**config.mk**
```make
export PLATFORM = sky130hd
export DESIGN_NAME = ddr_scrb_ctl
export DESIGN_NICKNAME = d
export VERILOG_FILES = /design/src/rtl/ddr_scrb_ctl.sv
export SDC_FILE = /design/constraint.sdc
export NUM_CORES = 1
export LEC_CHECK = 0
export CORE_AREA = 2 2 302 304
export CTS_CLUSTER_DIAMETER = 50
export CTS_CLUSTER_SIZE = 25
export DETAILED_ROUTE_END_ITERATION = 8
export DIE_AREA = 0 0 304 306
export GPL_TIMING_DRIVEN = 0
export SLEW_MARGIN = 20
export SYNTH_ARGS = -nofsm -noshare
export SYNTH_HDL_FRONTEND = slang
export SYNTH_SLANG_ARGS = --single-unit
```
**constraint.sdc**
```tcl
create_clock -name clk_main_a0 -period 5.25 [get_ports clk_main_a0]
set_input_delay 0.525 -clock clk_main_a0 [delete_from_list [all_inputs] [get_ports clk_main_a0]]
set_output_delay 0.525 -clock clk_main_a0 [all_outputs]
set_load 0.05 [all_outputs]
```
**src/rtl/ddr_scrb_ctl.sv**
```systemverilog
// DDR scrubber: writes the range 0..MAX_ADDR with single-outstanding AXI4 INCR bursts.
// Optional build macro DDR_SCRB_PATTERN_EN: wdata carries the beat's byte address instead of zeros.
//
// state | meaning
// IDLE  | out of reset, waiting for scrb_start
// ADDR  | awvalid high, holding AW fields until awready
// DATA  | streaming the burst's W beats, wlast on the final one
// RESP  | bready high, waiting for the write response
// DONE  | pass finished, scrb_done held until the next start
module ddr_scrb_ctl #(
  parameter logic [63:0] MAX_ADDR         = 64'h3FFFFFFFF,
  parameter int unsigned BURST_LEN_MINUS1 = 15,
  parameter logic [15:0] AXI_ID           = 16'h0
) (
  input  logic         clk_main_a0,
  input  logic         rst_main_sync,
  input  logic         scrb_start,
  input  logic         scrb_stop,
  output logic         scrb_busy,
  output logic         scrb_done,
  output logic [63:0]  scrb_addr,
  output logic [15:0]  scrb_err_cnt,
  output logic [15:0]  awid,
  output logic [63:0]  awaddr,
  output logic [7:0]   awlen,
  output logic [2:0]   awsize,
  output logic [1:0]   awburst,
  output logic         awvalid,
  input  logic         awready,
  output logic [511:0] wdata,
  output logic [63:0]  wstrb,
  output logic         wlast,
  output logic         wvalid,
  input  logic         wready,
  input  logic [15:0]  bid,
  input  logic [1:0]   bresp,
  input  logic         bvalid,
  output logic         bready
);

  localparam logic [7:0]  LEN         = 8'(BURST_LEN_MINUS1);
  localparam logic [63:0] BURST_BYTES = 64'((BURST_LEN_MINUS1 + 1) * 64);

  typedef enum logic [2:0] {IDLE, ADDR, DATA, RESP, DONE} state_t;

  state_t      state_q, state_d;
  logic [63:0] addr_q, addr_d;
  logic [15:0] err_q, err_d;
  logic [7:0]  beat_q, beat_d;
  logic [63:0] burst_last;
  logic        unused_bid;

  assign unused_bid = ^bid;
  assign burst_last = addr_q + BURST_BYTES - 64'd1;

  always_ff @(posedge clk_main_a0) begin
    if (rst_main_sync) begin
      state_q <= IDLE;
      addr_q  <= '0;
      err_q   <= '0;
      beat_q  <= '0;
    end else begin
      state_q <= state_d;
      addr_q  <= addr_d;
      err_q   <= err_d;
      beat_q  <= beat_d;
    end
  end

  always_comb begin
    state_d = state_q;
    addr_d  = addr_q;
    err_d   = err_q;
    beat_d  = beat_q;
    case (state_q)
      IDLE, DONE: begin
        if (scrb_start) begin
          state_d = ADDR;
          addr_d  = '0;
          err_d   = '0;
          beat_d  = '0;
        end
      end
      ADDR: begin
        if (awready) begin
          state_d = DATA;
          beat_d  = '0;
        end
      end
      DATA: begin
        if (wready) begin
          if (beat_q == LEN) begin
            state_d = RESP;
            beat_d  = '0;
          end else begin
            beat_d = beat_q + 8'd1;
          end
        end
      end
      RESP: begin
        if (bvalid) begin
          if (bresp != 2'b00 && err_q != 16'hFFFF) err_d = err_q + 16'd1;
          addr_d = addr_q + BURST_BYTES;
          // stop is only honoured here so an in-flight burst always completes
          if (burst_last >= MAX_ADDR || scrb_stop) state_d = DONE;
          else                                     state_d = ADDR;
        end
      end
      default: state_d = IDLE;
    endcase
  end

  assign scrb_busy    = (state_q == ADDR) || (state_q == DATA) || (state_q == RESP);
  assign scrb_done    = (state_q == DONE);
  assign scrb_addr    = addr_q;
  assign scrb_err_cnt = err_q;

  assign awid    = AXI_ID;
  assign awaddr  = addr_q;
  assign awlen   = LEN;
  assign awsize  = 3'b110;
  assign awburst = 2'b01;
  assign awvalid = (state_q == ADDR);

  assign wvalid = (state_q == DATA);
  assign wlast  = (state_q == DATA) && (beat_q == LEN);
  assign wstrb  = '1;
  assign bready = (state_q == RESP);

`ifdef DDR_SCRB_PATTERN_EN
  logic [63:0] beat_addr;
  assign beat_addr = addr_q + {50'd0, beat_q, 6'd0};
  assign wdata     = {8{beat_addr}};
`else
  assign wdata = '0;
`endif

endmodule
```
==> key figures <==
Yosys
  – Yosys reg bits: 81
  – Post-synthesis area per instance: 7.292 µm²
  – Post-synth top area cell: buf_4
  – Netlist cell types: 73
  – Synth warn: 0
  – Asr flop ratio synth: 0%
  – Post-synth top flop: dfxtp_1
  – Area contributors post-synth: buf_4 45%, dfxtp_1 14%, nor2_1 4.0%
  – Synth Instances: 1563
  – Register area share after synthesis: 14.23%
  – Synthesized area: 11400 µm²
  – Count leader, synth: buf_4
  – Post-synth EDFFs: 0
  – Post-synth top cells: 681 x buf_4, 120 x nor2_1, 81 x dfxtp_1
  – Synth top area share: 44.86%

Floorplanning
  – Die width: 304 µm
  – Row cnt: 110
  – Die area: 93020 µm²
  – I/O pin cnt: 780
  – Initial Utilization: 12.72%
  – Chip Height: 306 µm
  – Core ar.: 89600 µm²

Detailed routing
  – Routed wire per std cell: 11.47 µm
  – DRT iter0 DRCs: 674
  – Vias: 10900
  – Post-route DRC violation count: 0
  – Vias per Instance: 3.094
  – Post-DRT Antenna Nets: 0
  – Pre-Repair DR Iteration Count: 5
  – WL final: 40380 µm

Worst hold path
  – Worst Hold Class: flip-flop to flip-flop
  – WHS Path Cells: 2
  – Hold path startpoint: beat_q[1]$_SDFFE_PP0P_
  – Hold Crit Endpoint: beat_q[1]$_SDFFE_PP0P_

Global route
  – Total grt overflow: 0
  – First-pass GRT wire length: 58250 µm
  – Initial antenna violation count: 7
  – Largest net degree at the start of global routing: 14
  – Vias in the first global route: 9366
  – GRT Total Usage: 8.045%

Finish
  – Filler instances: 10190
  – Multi-input logic area: 6659 µm²
  – Final nets: 2363
  – Share of cells above drive strength 1: 31.48%
  – Layout area overhead: 48.63%
  – Register area: 1622 µm²

CTS
  – Skew-Pair Late Insertion Delay: 0.36 ns
  – Clock Sink Count: 81
  – CTS Buffer Depth: 2
  – Clk pin slew, worst setup/hold paths: 0.07 ns
  – CTS tree: done
  – CTS Root Cell: clkbuf_16
  – # hold bufs at CTS: 0
  – H-tree depth: 3
  – Setup bufs post-CTS: 0
  – Cts bufs inserted: 9
  – Post-cts resize count: 0

STA
  – Max Slew Vio Count: 0
  – Layout Skew: 0.01169 ns
  – Final period util: 94.62%
  – Fmax: 0.2013 GHz
  – Final hold violations: 0
  – Final setup viols: 0
  – Final hold slack: 0.4967 ns
  – Tightest Pin Transition: 0.9796 ns
  – Final min period: 4.968 ns
  – Final setup margin: 0.2824 ns
  – RSZ-0062 raised after global routing: false
  – Final setup TNS: 0 ns
  – Rel. slew slack: 33.78%

Power
  – Peak supply drop: 0.1538 mV
  – Pwr Density: 190.5 nW/µm²
  – Total design power: 3227 µW
  – Leakage power: 0.008395 µW

Status
  – Status: completed

Worst setup path
  – Required @ worst endpoint: 5.50 ns
  – Critical path arrival: 5.21 ns
  – Worst path slowest cell: nor4b_1
  – R2R cell count: 13
  – Crit path top cell by count: buf_2
  – R2R setup slack: 0.28 ns
  – CP startpoint kind: flip-flop
  – Worst Path Max Fanout: 10
  – Reg2reg start: awaddr[25]$_SDFFE_PP0P_
  – CP peak stage delay: 0.90 ns
  – CP Launch Point: awaddr[25]$_SDFFE_PP0P_
  – Critical path, cell by cell: buf_2, and4_1, nand2_1, clkbuf_1, nor4b_1, a31o_2, o211ai_1, or4_1, buf_2, or4_4, a22oi_2, nand3_1, o21a_1
  – Crit path capture type: flip-flop
  – WS Path Type: flip-flop to flip-flop
  – Worst r2r dst: state_q[2]$_SDFFE_PP0P_

Place
  – Final HPWL DP: 34650 µm
  – Setup slack at placement: 0.1984 ns
  – GPL Wtd Cong: 0.8517
  – Port Buffer Count: 137

Run
  – Max-Cap Viols: 0
[critical path: cells and delay by family (launching register included)]
family / cells / cell delay (ns)
flip-flops: 1 / 0.58
buffers and inverters: 3 / 0.78
AO/OA/AOI/OAI: 4 / 1.02
AND/OR/NAND/NOR: 6 / 2.46
[power by group]
part,internal [µW],total [µW],switching (µW)
combinational,448,1860,1410
sequential,626,632,5.85
clock,461,736,275
total,1530,3230,1690
[state kept, by name, summed over array words and instances (netlist names)]
| name | flops |
|---|---|
| state_q | 3 |
| beat_q | 8 |
| scrb_err_cnt | 16 |
| awaddr | 54 |
[metrics by stage]
stage	instances	cell area [µm²]	utilization, %
after detailed placement	3499	16580	18.51
after global placement	3499	16580	18.50
after global routing	3514	16920	18.89
after CTS	3514	16920	18.88
final	3521	16940	18.91
after floorplan	2186	13740	-
[worst max-delay path by stage]
stage | endpoint
global route | state_q[2]$_SDFFE_PP0P_
global placement | state_q[2]$_SDFFE_PP0P_
CTS | state_q[2]$_SDFFE_PP0P_
floorplan | state_q[2]$_SDFFE_PP0P_
detailed placement | state_q[2]$_SDFFE_PP0P_
finish | state_q[2]$_SDFFE_PP0P_
[area by class of cell]
cell class | count | share of cell area (%)
Inverter | 18 | 0.3988
Clock inverter | 6 | 0.6352
Multi-Input combinational cell | 1337 | 39.31
Antenna cell | 7 | 0.1034
Timing Repair Buffer | 137 | 8.095
Tap cell | 1176 | 8.686
Clock buffer | 9 | 1.329
Buffer | 750 | 31.87
Sequential cell | 81 | 9.572
[layer usage]
metal / vias up / GRT usage (%) / share of wire (%)
met2: 596 / 13.22 / 47
met3: 52 / 2.523 / 10
met1: 4726 / 10.15 / 41
met5: - / 0 / 0.064
li1: 5517 / - / -
met4: 4 / 2.025 / 1.8
[cell usage in the layout (no fill, tap or decap), drive strengths merged, types with 9 or more instances in the layout]
| cell | count |
|---|---|
| xnor2 | 44 |
| conb | 625 |
| dfxtp | 81 |
| nand2 | 63 |
| nand3 | 47 |
| o21ai | 44 |
| clkdlybuf4s50 | 137 |
| xor2 | 25 |
| and3 | 18 |
| a211oi | 9 |
| a22oi | 22 |
| o211ai | 9 |
| nor2 | 120 |
| clkbuf | 65 |
| buf | 694 |
| nor4 | 28 |
| nand4 | 32 |
| a21oi | 66 |
| or3 | 19 |
| nor3 | 36 |
| and4 | 14 |
| inv | 17 |
[cells by family (layout without fill, tap and decap cells)]
logic type / Yosys count / in the layout / share of synthesized area (%)
buffers and inverters: 768 / 920 / 47.96
AOI/OAI and AO/OA: 201 / 201 / 11.16
muxes: 6 / 6 / 0.5489
and+or+nand+nor: 432 / 432 / 20.29
other: 2 / 632 / 0.06589
xor gates and xnor gates: 69 / 69 / 5.302
adders and majority gates: 4 / 4 / 0.4391
DFF: 81 / 81 / 14.23
(Power assumes the default switching activity.)
